## src/rtl/conv_pkg.sv

```systemverilog
// Shared types and helpers for the convolution MAC sequencer.
// Optional build macro ZERO_SKIP_EN is consumed by conv_mac_sequencer.
package conv_pkg;

    typedef enum logic [2:0] {
        StIdle,
        StSetup,
        StIssue,
        StWait,
        StNext,
        StOut,
        StFin
    } state_e;

    // Index width that stays legal for a depth of one.
    function automatic int unsigned idx_w(input int unsigned n);
        return (n > 1) ? $clog2(n) : 1;
    endfunction

    localparam int unsigned DefLx   = 4;
    localparam int unsigned DefLh   = 4;
    localparam int unsigned DefDw   = 8;
    localparam int unsigned DefPw   = 16;
    localparam int unsigned DefAccW = 18;

    localparam int unsigned XIdxW = idx_w(DefLx);
    localparam int unsigned HIdxW = idx_w(DefLh);
    localparam int unsigned YIdxW = idx_w(DefLx + DefLh - 1);

    // Sign-extend the low w bits of v to 64 bits.
    function automatic logic [63:0] sext(input logic [63:0] v, input int unsigned w);
        logic [63:0] m;
        m = ~64'd0 << w;
        return v[w-1] ? (v | m) : (v & ~m);
    endfunction

endpackage

```

## src/rtl/conv_mac_sequencer_if.sv

```systemverilog
// Load, multiplier and output-stream signals of the convolution MAC sequencer.
interface conv_mac_sequencer_if
    import conv_pkg::*;
#(
    parameter int unsigned LX    = DefLx,
    parameter int unsigned LH    = DefLh,
    parameter int unsigned DW    = DefDw,
    parameter int unsigned PW    = DefPw,
    parameter int unsigned ACC_W = DefAccW
);
    localparam int unsigned LdW = idx_w((LX > LH) ? LX : LH);
    localparam int unsigned YW  = idx_w(LX + LH - 1);

    logic                    load_x;
    logic                    load_h;
    logic [LdW-1:0]          load_idx;
    logic signed [DW-1:0]    load_data;
    logic                    start;
    logic                    busy;
    logic                    done;
    logic                    mul_start;
    logic signed [DW-1:0]    mul_a;
    logic signed [DW-1:0]    mul_b;
    logic                    mul_done;
    logic signed [PW-1:0]    mul_prod;
    logic signed [ACC_W-1:0] y_data;
    logic [YW-1:0]           y_idx;
    logic                    y_valid;
    logic                    y_ready;

    modport slave (
        input  load_x, load_h, load_idx, load_data, start, mul_done, mul_prod, y_ready,
        output busy, done, mul_start, mul_a, mul_b, y_data, y_idx, y_valid
    );

    modport master (
        output load_x, load_h, load_idx, load_data, start, mul_done, mul_prod, y_ready,
        input  busy, done, mul_start, mul_a, mul_b, y_data, y_idx, y_valid
    );

endinterface

```

## src/rtl/conv_acc.sv

```systemverilog
// Signed accumulator with synchronous clear and add-enable; wraps modulo 2^ACC_W.
module conv_acc #(
    parameter int unsigned ACC_W = 18
) (
    input  logic                    clk,
    input  logic                    rst_n,
    input  logic                    clr_i,
    input  logic                    add_i,
    input  logic signed [ACC_W-1:0] addend_i,
    output logic signed [ACC_W-1:0] acc_o
);
    logic signed [ACC_W-1:0] acc_q, acc_d;

    always_comb begin
        acc_d = acc_q;
        if (clr_i) begin
            acc_d = '0;
        end else if (add_i) begin
            acc_d = acc_q + addend_i;
        end
    end

    always_ff @(posedge clk or negedge rst_n) begin
        if (!rst_n) begin
            acc_q <= '0;
        end else begin
            acc_q <= acc_d;
        end
    end

    assign acc_o = acc_q;

endmodule

```

## src/rtl/conv_mac_sequencer.sv

```systemverilog
// Linear-convolution sequencer: one multiply per x/h pair, y streamed under valid/ready.
// Define ZERO_SKIP_EN to bypass the multiplier when either operand is zero.
module conv_mac_sequencer
    import conv_pkg::*;
#(
    parameter int unsigned LX    = DefLx,
    parameter int unsigned LH    = DefLh,
    parameter int unsigned DW    = DefDw,
    parameter int unsigned PW    = DefPw,
    parameter int unsigned ACC_W = DefAccW
) (
    input logic                 clk,
    input logic                 rst_n,
    conv_mac_sequencer_if.slave bus
);
    localparam int unsigned KW    = idx_w(LX);
    localparam int unsigned HW    = idx_w(LH);
    localparam int unsigned NW    = idx_w(LX + LH - 1);
    localparam int unsigned LastN = LX + LH - 2;

    state_e state_q, state_d;

    logic [NW-1:0]           n_q, n_d;
    logic [KW-1:0]           k_q, k_d;
    logic [KW-1:0]           khi_q, khi_d;
    logic signed [DW-1:0]    x_q [LX];
    logic signed [DW-1:0]    h_q [LH];
    logic [HW-1:0]           h_idx;
    logic signed [DW-1:0]    op_a, op_b;
    logic                    x_wr, h_wr, skip;
    logic                    acc_clr, acc_add;
    logic signed [ACC_W-1:0] addend, acc;
    logic                    mul_start, busy, done, y_valid;

    assign h_idx = HW'(int'(n_q) - int'(k_q));
    assign op_a  = x_q[k_q];
    assign op_b  = h_q[h_idx];

`ifdef ZERO_SKIP_EN
    assign skip = (op_a == '0) || (op_b == '0);
`else
    assign skip = 1'b0;
`endif

    always_ff @(posedge clk or negedge rst_n) begin
        if (!rst_n) begin
            state_q <= StIdle;
        end else begin
            state_q <= state_d;
        end
    end

    always_comb begin
        state_d = state_q;
        case (state_q)
            StIdle:  if (bus.start) state_d = StSetup;
            StSetup: state_d = StIssue;
            StIssue: state_d = skip ? StNext : StWait;
            StWait:  if (bus.mul_done) state_d = StNext;
            StNext:  state_d = (k_q < khi_q) ? StIssue : StOut;
            StOut: begin
                if (bus.y_ready) state_d = (int'(n_q) < int'(LastN)) ? StSetup : StFin;
            end
            StFin:   state_d = StIdle;
            default: state_d = StIdle;
        endcase
    end

    always_comb begin
        mul_start = 1'b0;
        busy      = 1'b1;
        done      = 1'b0;
        y_valid   = 1'b0;
        case (state_q)
            StIdle:  busy = 1'b0;
            StIssue: mul_start = !skip;
            StOut:   y_valid = 1'b1;
            StFin: begin
                busy = 1'b0;
                done = 1'b1;
            end
            default: ;
        endcase
    end

    // Loads only while idle; load_x wins when both strobes are high.
    always_comb begin
        x_wr = 1'b0;
        h_wr = 1'b0;
        if (state_q == StIdle) begin
            if (bus.load_x) begin
                x_wr = int'(bus.load_idx) < int'(LX);
            end else if (bus.load_h) begin
                h_wr = int'(bus.load_idx) < int'(LH);
            end
        end
    end

    always_comb begin
        n_d   = n_q;
        k_d   = k_q;
        khi_d = khi_q;
        case (state_q)
            StIdle: if (bus.start) n_d = '0;
            StSetup: begin
                k_d   = (int'(n_q) >= int'(LH) - 1) ? KW'(int'(n_q) - int'(LH) + 1) : '0;
                khi_d = (int'(n_q) < int'(LX) - 1) ? KW'(n_q) : KW'(LX - 1);
            end
            StNext: if (k_q < khi_q) k_d = k_q + KW'(1);
            StOut: begin
                if (bus.y_ready && (int'(n_q) < int'(LastN))) n_d = n_q + NW'(1);
            end
            default: ;
        endcase
    end

    always_ff @(posedge clk or negedge rst_n) begin
        if (!rst_n) begin
            n_q   <= '0;
            k_q   <= '0;
            khi_q <= '0;
            for (int i = 0; i < int'(LX); i++) x_q[i] <= '0;
            for (int i = 0; i < int'(LH); i++) h_q[i] <= '0;
        end else begin
            n_q   <= n_d;
            k_q   <= k_d;
            khi_q <= khi_d;
            if (x_wr) x_q[KW'(bus.load_idx)] <= bus.load_data;
            if (h_wr) h_q[HW'(bus.load_idx)] <= bus.load_data;
        end
    end

    assign acc_clr = (state_q == StSetup);
    assign acc_add = (state_q == StWait) && bus.mul_done;
    assign addend  = ACC_W'(sext({{(64 - PW){1'b0}}, bus.mul_prod}, PW));

    conv_acc #(
        .ACC_W(ACC_W)
    ) u_acc (
        .clk     (clk),
        .rst_n   (rst_n),
        .clr_i   (acc_clr),
        .add_i   (acc_add),
        .addend_i(addend),
        .acc_o   (acc)
    );

    assign bus.mul_start = mul_start;
    assign bus.mul_a     = op_a;
    assign bus.mul_b     = op_b;
    assign bus.busy      = busy;
    assign bus.done      = done;
    assign bus.y_valid   = y_valid;
    assign bus.y_data    = acc;
    assign bus.y_idx     = n_q;

endmodule
```

## src/flat_wrapper.sv

```systemverilog
// flat-port wrapper written by rule: the top's interface ports become plain ports
module conv_mac_sequencer_flat import conv_pkg::*;
#(
    parameter int unsigned LX    = DefLx,
    parameter int unsigned LH    = DefLh,
    parameter int unsigned DW    = DefDw,
    parameter int unsigned PW    = DefPw,
    parameter int unsigned ACC_W = DefAccW
)
  (clk, rst_n, bus_load_x, bus_load_h, bus_load_idx, bus_load_data, bus_start, bus_mul_done, bus_mul_prod, bus_y_ready, bus_busy, bus_done, bus_mul_start, bus_mul_a, bus_mul_b, bus_y_data, bus_y_idx, bus_y_valid);
  conv_mac_sequencer_if #(.LX(LX), .LH(LH), .DW(DW), .PW(PW), .ACC_W(ACC_W)) bus_i ();
  input logic clk;
  input logic rst_n;
  input wire logic [$bits(bus_i.load_x)-1:0] bus_load_x;
  input wire logic [$bits(bus_i.load_h)-1:0] bus_load_h;
  input wire logic [$bits(bus_i.load_idx)-1:0] bus_load_idx;
  input wire logic [$bits(bus_i.load_data)-1:0] bus_load_data;
  input wire logic [$bits(bus_i.start)-1:0] bus_start;
  input wire logic [$bits(bus_i.mul_done)-1:0] bus_mul_done;
  input wire logic [$bits(bus_i.mul_prod)-1:0] bus_mul_prod;
  input wire logic [$bits(bus_i.y_ready)-1:0] bus_y_ready;
  output wire logic [$bits(bus_i.busy)-1:0] bus_busy;
  output wire logic [$bits(bus_i.done)-1:0] bus_done;
  output wire logic [$bits(bus_i.mul_start)-1:0] bus_mul_start;
  output wire logic [$bits(bus_i.mul_a)-1:0] bus_mul_a;
  output wire logic [$bits(bus_i.mul_b)-1:0] bus_mul_b;
  output wire logic [$bits(bus_i.y_data)-1:0] bus_y_data;
  output wire logic [$bits(bus_i.y_idx)-1:0] bus_y_idx;
  output wire logic [$bits(bus_i.y_valid)-1:0] bus_y_valid;
  assign bus_i.load_x = bus_load_x;
  assign bus_i.load_h = bus_load_h;
  assign bus_i.load_idx = bus_load_idx;
  assign bus_i.load_data = bus_load_data;
  assign bus_i.start = bus_start;
  assign bus_i.mul_done = bus_mul_done;
  assign bus_i.mul_prod = bus_mul_prod;
  assign bus_i.y_ready = bus_y_ready;
  assign bus_busy = bus_i.busy;
  assign bus_done = bus_i.done;
  assign bus_mul_start = bus_i.mul_start;
  assign bus_mul_a = bus_i.mul_a;
  assign bus_mul_b = bus_i.mul_b;
  assign bus_y_data = bus_i.y_data;
  assign bus_y_idx = bus_i.y_idx;
  assign bus_y_valid = bus_i.y_valid;
  conv_mac_sequencer #(.LX(LX), .LH(LH), .DW(DW), .PW(PW), .ACC_W(ACC_W)) u_core (.clk(clk), .rst_n(rst_n), .bus(bus_i));
endmodule
```

## config.mk

```make
export PLATFORM = sky130hd
export DESIGN_NAME = conv_mac_sequencer_flat
export DESIGN_NICKNAME = d
export VERILOG_FILES = /design/src/rtl/conv_pkg.sv /design/src/rtl/conv_mac_sequencer_if.sv /design/src/rtl/conv_acc.sv /design/src/rtl/conv_mac_sequencer.sv /design/src/flat_wrapper.sv
export SDC_FILE = /design/constraint.sdc
export NUM_CORES = 1
export LEC_CHECK = 0
export BUFFER_PORTS_ARGS = -buffer_cell sky130_fd_sc_hd__clkbuf_2
export CORE_MARGIN = 10
export CORE_UTILIZATION = 52
export DETAILED_ROUTE_END_ITERATION = 16
export HOLD_SLACK_MARGIN = 0.05
export PLACE_DENSITY = 0.77
export REMOVE_ABC_BUFFERS = 1
export SETUP_SLACK_MARGIN = 0.3
export SLEW_MARGIN = 20
export SYNTH_ARGS = -nofsm -noshare
export SYNTH_HDL_FRONTEND = slang
export SYNTH_SLANG_ARGS = --single-unit
```

## constraint.sdc

```tcl
create_clock -name clk -period 2.2 [get_ports clk]
set_input_delay 0.33 -clock clk [delete_from_list [all_inputs] [get_ports clk]]
set_output_delay 0.33 -clock clk [all_outputs]
set_load 0.01 [all_outputs]
```

==> results of run 1 <==
[state kept, by name, indices dropped and copies added, names as in the netlist]
register            cells
u_core.bus.y_idx        3
u_core.h_q             32
u_core.k_q              2
u_core.khi_q            2
u_core.state_q          3
u_core.u_acc.acc_o     18
u_core.x_q             32
[layout by cell type (no fill, tap or decap), drive strengths merged, types with 11 or more instances in the layout]
cell and n:
nor2 23, clkbuf 72, buf 55, o21ai 30
nand2 42, mux2 64, inv 11, a21oi 22
ha 21, dfrtp 92, mux4 16
[worst paths after layout]
path                       slack (ps)  depth (start not counted)                               start                                  to
max                              -120                         10   u_core.u_acc.acc_o[1]$_DFFE_PN0P_  u_core.u_acc.acc_o[14]$_DFFE_PN0P_
min                               310                          2                               rst_n   u_core.u_acc.acc_o[8]$_DFFE_PN0P_
max reg2reg                      -120                         10   u_core.u_acc.acc_o[1]$_DFFE_PN0P_  u_core.u_acc.acc_o[14]$_DFFE_PN0P_
min reg2reg                       510                          1  u_core.u_acc.acc_o[17]$_DFFE_PN0P_  u_core.u_acc.acc_o[17]$_DFFE_PN0P_
max in group asynchronous        1300                          3                               rst_n       u_core.state_q[1]$_DFFE_PN0P_
min in group clk                  310                          4                         bus_y_ready       u_core.state_q[2]$_DFFE_PN0P_
[Yosys cell counts, drive strengths merged (2+ instances only)]
cell / count / area [sq um]
mux4: 16 / 360
inv: 7 / 26.3
and2: 4 / 25.0
o211ai: 3 / 27.5
clkbuf: 5 / 18.8
a221oi: 2 / 30.0
nand2b: 2 / 12.5
mux2i: 2 / 20.0
xor2: 10 / 87.6
a211oi: 3 / 22.5
nor2: 23 / 86.3
nor3: 6 / 30.0
o31ai: 2 / 15.0
ha: 21 / 263
nand2: 42 / 158
nor2b: 6 / 37.5
xnor2: 6 / 52.6
o21ai: 30 / 150
nand3: 9 / 45.0
a21o: 6 / 45.0
a21oi: 22 / 110
a31oi: 3 / 18.8
and3: 5 / 31.3
mux2: 64 / 721
buf: 10 / 46.3
dfrtp: 92 / 2300
[logic make-up after synthesis]
family          Yosys count  synth area share (%)
buf+inv                  22                  1.87
xor+xnor                 16                  2.87
fa+ha+maj                22                  5.79
compound gates           80                  10.1
flops                    92                  47.1
simple gates            103                  9.66
mux                      82                  22.5
[power groups by stage]
stage	Sequential (mW)	Combinational [mW]	Clock, mW
3_5_place_dp	2.89	4.13	0
4_1_cts	2.88	4.48	1.25
5_1_grt	3.00	5.33	1.34
6_report	2.92	4.92	1.24
2_1_floorplan	2.93	2.57	0
3_3_place_gp	2.82	3.98	0
[repair_timing]
| item | CTS | global route |
|---|---|---|
| hold endpoints to repair | 8 | 0 |
| setup endpoints to repair | 45 | 90 |
| cloned | 1 | 0 |
| pin swaps | 20 | 34 |
| hold buffers | 1 | 0 |
| buffers inserted | 9 | 9 |
| gates resized for setup | 32 | 49 |
[layout make-up]
class                           instances  area [sq um]  share of cell area, %
Inverter                                7          26.3                  0.424
Tap cell                              111           139                   2.24
Multi-Input combinational cell        303          2650                   42.7
Sequential cell                        92          2300                   37.2
Clock inverter                          7          88.8                   1.43
Clock buffer                            9           124                   2.00
Timing Repair Buffer                  120           868                   14.0
[worst max-delay path: stages (launching register included)]
cell and delay [ps]:
sky130_fd_sc_hd__dfrtp_1 420, sky130_fd_sc_hd__buf_6 130, sky130_fd_sc_hd__fa_2 380, sky130_fd_sc_hd__a21o_1 210, sky130_fd_sc_hd__a221oi_2 240, sky130_fd_sc_hd__buf_4 180
sky130_fd_sc_hd__o21a_1 160, sky130_fd_sc_hd__o21ai_2 70, sky130_fd_sc_hd__a31oi_1 200, sky130_fd_sc_hd__xor2_1 170, sky130_fd_sc_hd__o21ai_1 70
[routing by layer]
metal,vias to the layer above,global-route usage (%)
met3,28,4.08
met4,0,6.59
met2,122,30.7
met1,1907,23.6
li1,1753,-
met5,-,0
==> summary.md, run 1 <==
The flow ran to the end, but the final reports show violations. The final reports fail on setup timing. The number of enable flip-flop cells after synthesis was 0.

The clock network is responsible for 13.6% of the overall power. The H-tree was split into 3 levels. After the flow finishes, the layout carries non-filler instances totaling 649. STA puts the critical path data required time at 2470 ps. The run gives 61 as the largest net degree at the start of global routing. The number of diodes is 0, and the post-synthesis instance total is 417. The tools report the peak supply drop as 0.877 mV. The logs give 53.1% for the initial core utilization and 5 for the total iterations of the first detailed-routing run. 74 I/O pins were placed.

The tools report the number of CTS-inserted buffers as 9. After synthesis, the netlist uses 45 different library cells. After filler insertion, the fill cell instance count of the layout stands at 649.

The tool flagged a number of max-cap violations equal to 0. The detailed route wirelength on metal2 was 6440 um. Setup repair after global routing could not meet its margin everywhere.

Sequential cells were found to cover 47.1% of the synthesized design area. For the pin with the worst max-slew slack, the measured transition is 637 ps. In this run the horizontal extent of the chip is 117 um. The setup slack of the critical path after layout came out at -124 ps.

Summed over all layers, the global routing overflow is 0. The highest clock rate was 0.430 GHz. The total routed wire length on the met1 layer came out at 5250 um. After the first detailed-routing iteration, the DRC count stood at 263. The yosys synthesis warning count is 0.

The share of total power dissipated in combinational logic is 54.2%. The switching share of total power is 38.4%. The worst setup path is launched from a flop. The tools report the sort of element at the end of the critical path as a flop.

CTS placed an instance of sky130_fd_sc_hd__clkbuf_8 at the clock tree root. Timing analysis after detailed placement gives a worst setup slack of -176 ps. The number of placed instances, taps included, is 613. Highest signal layer in the routed design: met4. In this run, flip-flops and latches consume 32.1% of the power.

The final routed wire length divided by cell count is 19.5 um. TritonCTS built the clock tree. The final-report setup violation count is 13.

For the leakage dissipation, the log shows 2.95 nW. For this design the total switching power over the nets is 3.49 mW. The tools report the met3 layer wire length in the routed design as 652 um. In this run, synthesis produced a sequential element count of 92.

The final count of hold timing violations was 0; the post-synthesis average cell area was 11.7 sq um. After detailed routing, the total wire length is 12600 um. The initial antenna violation count was 0; the async set-reset flop share out of synthesis was 100%. The tools report the cell internal power dissipation as 5.59 mW.

The mean number of vias per cell was 5.87; the clock latency reported for the late side of the worst-skew pair was 370 ps. The overall die area was 13700 sq um; the count of nets after finishing was 588. The run gives 20100 um as the wire length of the first global-routing pass. In this run the worst path has a maximum fanout of 4.

The most used flip-flop cell after synthesis is sky130_fd_sc_hd__dfrtp_1. Worst setup path category: flop to flop. The die outline height came out at 117 um. The run gives 0 as the max-slew violation total from the final report. In the global route stage, overall resource usage came out at 18.6%. The run gives 35 as the number of core rows. The worst path uses 106% of the clock period.

The synthesis-to-finish area growth was 26.9%. The power per cell area came out at 1460 nW/um^2. The remaining design rule violation count came out at 0. Once detailed placement completed, the half-perimeter wirelength came to 8540 um. Detailed routing inserted a total of 3810 vias. The post-route netlist has 46.1% of its cells at a drive strength greater than 1.

The clock arrives with 12.8 ps of skew. The logs give 0.849 for the final weighted congestion in routability-driven placement and 92 for the number of sinks on the clock net. The final non-filler cell area was 6200 sq um; the worst slack on hold paths was 309 ps.

The clock passes through at most 2 buffers. The minimum period implied by the final worst setup slack was 2320 ps. The region available for standard cell placement spans 9200 sq um. The placed instances occupy a cell area of 5540 sq um. The via count of the first global-routing pass came out at 3984.

In the final timing run, aggregate negative setup slack is -1060 ps. Buffers placed on the I/O ports in this run total 73. The remaining antenna violation count after routing was 0. The max-slew headroom at the worst pin was 57.5%. The tightest min-delay check is of the input pin to asynchronous set/reset pin type. At the worst endpoint, the arrival time is 2600 ps. After clock tree synthesis, the clock-pin slew on the worst setup and hold paths is 100 ps. Measured on the finished design, the core utilization comes to 67.4%.

Summing internal, switching and leakage power gives 9.08 mW. Summing every instance area after synthesis gives 4880 sq um.
No activity file was read; power rests on OpenSTA's default activity.
==> run 2: changes to the inputs <==
==> constraint.sdc (replaced) <==
create_clock -name clk -period 2.2 [get_ports clk]
set_input_delay 0 -clock clk [delete_from_list [all_inputs] [get_ports clk]]
set_output_delay 0 -clock clk [all_outputs]
set_load 0.01 [all_outputs]
==> summary.md, run 2 (synthesized netlist as in run 1, its figures left out) <==
Relative to the synthesized area, the layout overhead comes to 27.2%. The detailed router finished its first iteration with 222 violations. For the total via count after detailed routing, the log shows 3825. Die outline height: 117 um. The minimum period implied by the final worst setup slack came out at 2310 ps. The setup slack of the critical path after layout was -106 ps. The kind of path behind the tightest hold check was input pin to flop. The kind of cell with the highest combined delay along the critical path is compound AO/OA/AOI/OAI gates.

Remaining global-route overflow: 0. The worst setup path category is flop to flop. The final clock skew came out at 12.7 ps. Cells with a size suffix above 1 make up 44.7% of the layout.

The top cell types in the final layout, fill and taps aside, are 91 x sky130_fd_sc_hd__dfrtp_1, 64 x sky130_fd_sc_hd__mux2_2, 64 x sky130_fd_sc_hd__clkbuf_2. Setup violations remaining at the end of the flow were counted as 4. The via count of the first global-routing pass was 3872.

The final reports fail on setup timing. The global routing usage on met3 is 3.98%, and the clock transition at the register clock pins on the worst setup and hold paths after CTS is 100 ps. The initial utilization of the core area, before any placement, comes to 53.1%. Before CTS, the worst setup slack after placement is -181 ps. The critical path goes through ha_4 > fa_2 > a21o_1 > a221oi_2 > buf_4 > o31a_1 > o31ai_2 > a21oi_2 > xor2_1 > o21ai_1. Slew at the pin closest to its max-slew limit: 502 ps.

The logs give 8180 um for the sum of net half-perimeters after detailed placement and 9 for the number of CTS-inserted buffers. In the finished design, the share of the clock period the worst path needs comes to 105%. The library cell used most frequently in the layout, excluding fill and tap cells, is sky130_fd_sc_hd__dfrtp_1. The number of maximum-capacitance constraint violations is 0, and the count of nets after finishing is 591. Entering global routing, the biggest net connects 59 pins.

The worst register-to-register path ends at u_core.u_acc.acc_o[16]$_DFFE_PN0P_. The worst register-to-register path has a setup slack of -110 ps. Dividing the detail-routed wire length by the instance count gives 18.6 um. The remaining antenna violation count after routing is 0. Required time of the worst setup path: 2440 ps. The clock net in this run drives a total of 92 sinks. After detailed routing, the number of remaining DRC violations is 0.

Routability-driven placement finished with a final weighted congestion of 0.888. The tools report the final count of hold timing violations as 0. After detailed placement, the design holds a cell count of 609. The sort of element at the end of the critical path is a flop. Global routing consumed, on the met2 layer, 29.9% of the routing resources. Of all nets on the critical path, the largest fanout is 3.

The later pin in the worst-skew pair is clocked with a latency of 360 ps. Using the TritonRoute via totals, the vias-per-cell ratio works out to 5.87. Row generation in the floorplan step produced 35 rows.

The buffers plus inverters on the worst setup path was 1. The logs give 2550 ps for the critical path arrival and 82.2 ps for the worst slack on hold paths. The repair_antennas step left the layout with diodes totalling 0. Power spread over the standard cell area amounts to 1420 nW/um^2. The run gives 0 as the max-slew violation total from the final report.

The tools report the filler cell count in the final layout as 627. Sort of element at the start of the critical path: a flop. The clock tree synthesis step divided the H-tree into 3 levels. The tools report the initial antenna violation count as 0. The run finished, with violations left. The max-slew headroom at the worst pin was 66.5%. The wire length of the first global-routing pass was 18900 um; the final non-filler cell total was 652.

Summed over all layers, the routed wires come to 12200 um. Across the VDD grid, the largest voltage drop is 0.772 mV. The finished cells cover 6210 sq um. The run gives 17.3% as the overall fraction of global-route tracks in use. The worst-case clock buffer depth came out at 2.

The hold path startpoint is bus_mul_prod[0]. Clock tree synthesis selected as its root buffer the cell sky130_fd_sc_hd__clkbuf_8. For the worst flop-to-flop path, the logic depth is 10. The run gives 2.93 nW as the leakage dissipation. The slowest cell on the critical path was sky130_fd_sc_hd__dfrtp_1. Most utilized layer in the global route result: met2. On the worst path, the slowest cell contributes a delay of 430 ps. TritonCTS built the clock tree. In the final timing run, aggregate negative setup slack is -231 ps. The number of cells on the worst hold path came out at 4. For this run, global-route usage on met1 was measured as 21.5%. Setup repair after global routing could not meet its margin everywhere. The run gives 5510 sq um as the standard cell area after detailed placement.

In this run the horizontal extent of the chip is 117 um. Input and output buffers added on the ports amount to 73. The number of ports placed on the die boundary was 74. The total iterations of the first detailed-routing run was 4. The reg-to-reg startpoint was u_core.u_acc.acc_o[0]$_DFFE_PN0P_. The die covers 13700 sq um.

The tools report the placeable core region as 9200 sq um. Timing would allow up to 0.434 GHz. Endpoint of the worst hold path: u_core.u_acc.acc_o[0]$_DFFE_PN0P_.
[run 2: changes by cell type in the layout (fill, tap and decap cells not counted), moves of 2 or more]
| cell | before | now |
|---|---|---|
| sky130_fd_sc_hd__buf_6 | 18 | 13 |
| sky130_fd_sc_hd__dlygate4sd3_1 | 1 | 11 |
| sky130_fd_sc_hd__ha_1 | 17 | 14 |
| sky130_fd_sc_hd__ha_4 | 3 | 6 |
| sky130_fd_sc_hd__nor2_2 | 2 | 0 |
| sky130_fd_sc_hd__nor2b_1 | 4 | 6 |
| sky130_fd_sc_hd__nor2b_4 | 2 | 0 |
| sky130_fd_sc_hd__o21ai_0 | 14 | 19 |
| sky130_fd_sc_hd__o21ai_1 | 13 | 8 |
[run 2: worst max-delay path by stage]
stage	from	end	slack (ps)	cells past startpoint
6_report	u_core.u_acc.acc_o[0]$_DFFE_PN0P_	u_core.u_acc.acc_o[16]$_DFFE_PN0P_	-110	10
5_1_grt	u_core.u_acc.acc_o[0]$_DFFE_PN0P_	u_core.u_acc.acc_o[16]$_DFFE_PN0P_	-240	10
4_1_cts	u_core.u_acc.acc_o[0]$_DFFE_PN0P_	u_core.u_acc.acc_o[16]$_DFFE_PN0P_	-60	10
3_5_place_dp	u_core.u_acc.acc_o[0]$_DFFE_PN0P_	u_core.u_acc.acc_o[14]$_DFFE_PN0P_	-180	10
3_3_place_gp	u_core.u_acc.acc_o[0]$_DFFE_PN0P_	u_core.u_acc.acc_o[16]$_DFFE_PN0P_	-130	10
2_1_floorplan	u_core.u_acc.acc_o[0]$_DFFE_PN0P_	u_core.u_acc.acc_o[14]$_DFFE_PN0P_	-130	9
[run 2: layer usage]
layer	vias to the layer above	routed length, um
met5	-	0
met4	0	141
met3	16	573
met2	95	6250
met1	1940	5190
li1	1774	-
[run 2: what timing repair did]
item	in CTS	in global routing
setup endpoints to repair	56	22
gates resized for setup	34	33
pin swaps	17	21
gates cloned	0	0
endpoints found under the hold margin	122	0
hold buffers	11	0
buffers inserted	8	8
[run 2: final cells by class]
| class | count | area [sq um] | area share (%) |
|---|---|---|---|
| clock buffers | 9 | 124 | 1.99 |
| inverters | 7 | 26.3 | 0.423 |
| flip-flops and latches | 92 | 2300 | 37.1 |
| repair buffers | 123 | 860 | 13.8 |
| clock inverters | 7 | 76.3 | 1.23 |
| multi-input cells | 303 | 2690 | 43.2 |
| well taps | 111 | 139 | 2.24 |
[run 2: worst min-delay path, stage by stage]
cell,delay (ps)
sky130_fd_sc_hd__clkbuf_2,110
sky130_fd_sc_hd__ha_4,190
sky130_fd_sc_hd__nand2_1,40
sky130_fd_sc_hd__a21oi_1,60
[run 2: where the power goes]
group          total [mW]  internal, mW  switching (mW)
Sequential           2.87          2.43           0.440
Clock                1.15         0.453           0.693
Combinational        4.78          2.50            2.28
Total                8.80          5.39            3.41
[run 2: stage by stage]
stage	utilization (%)	total power, mW
floorplan	-	5.50
global placement	59.9	6.77
detailed placement	59.9	6.94
CTS	65.3	8.40
global route	67.6	9.39
finish	67.6	8.80
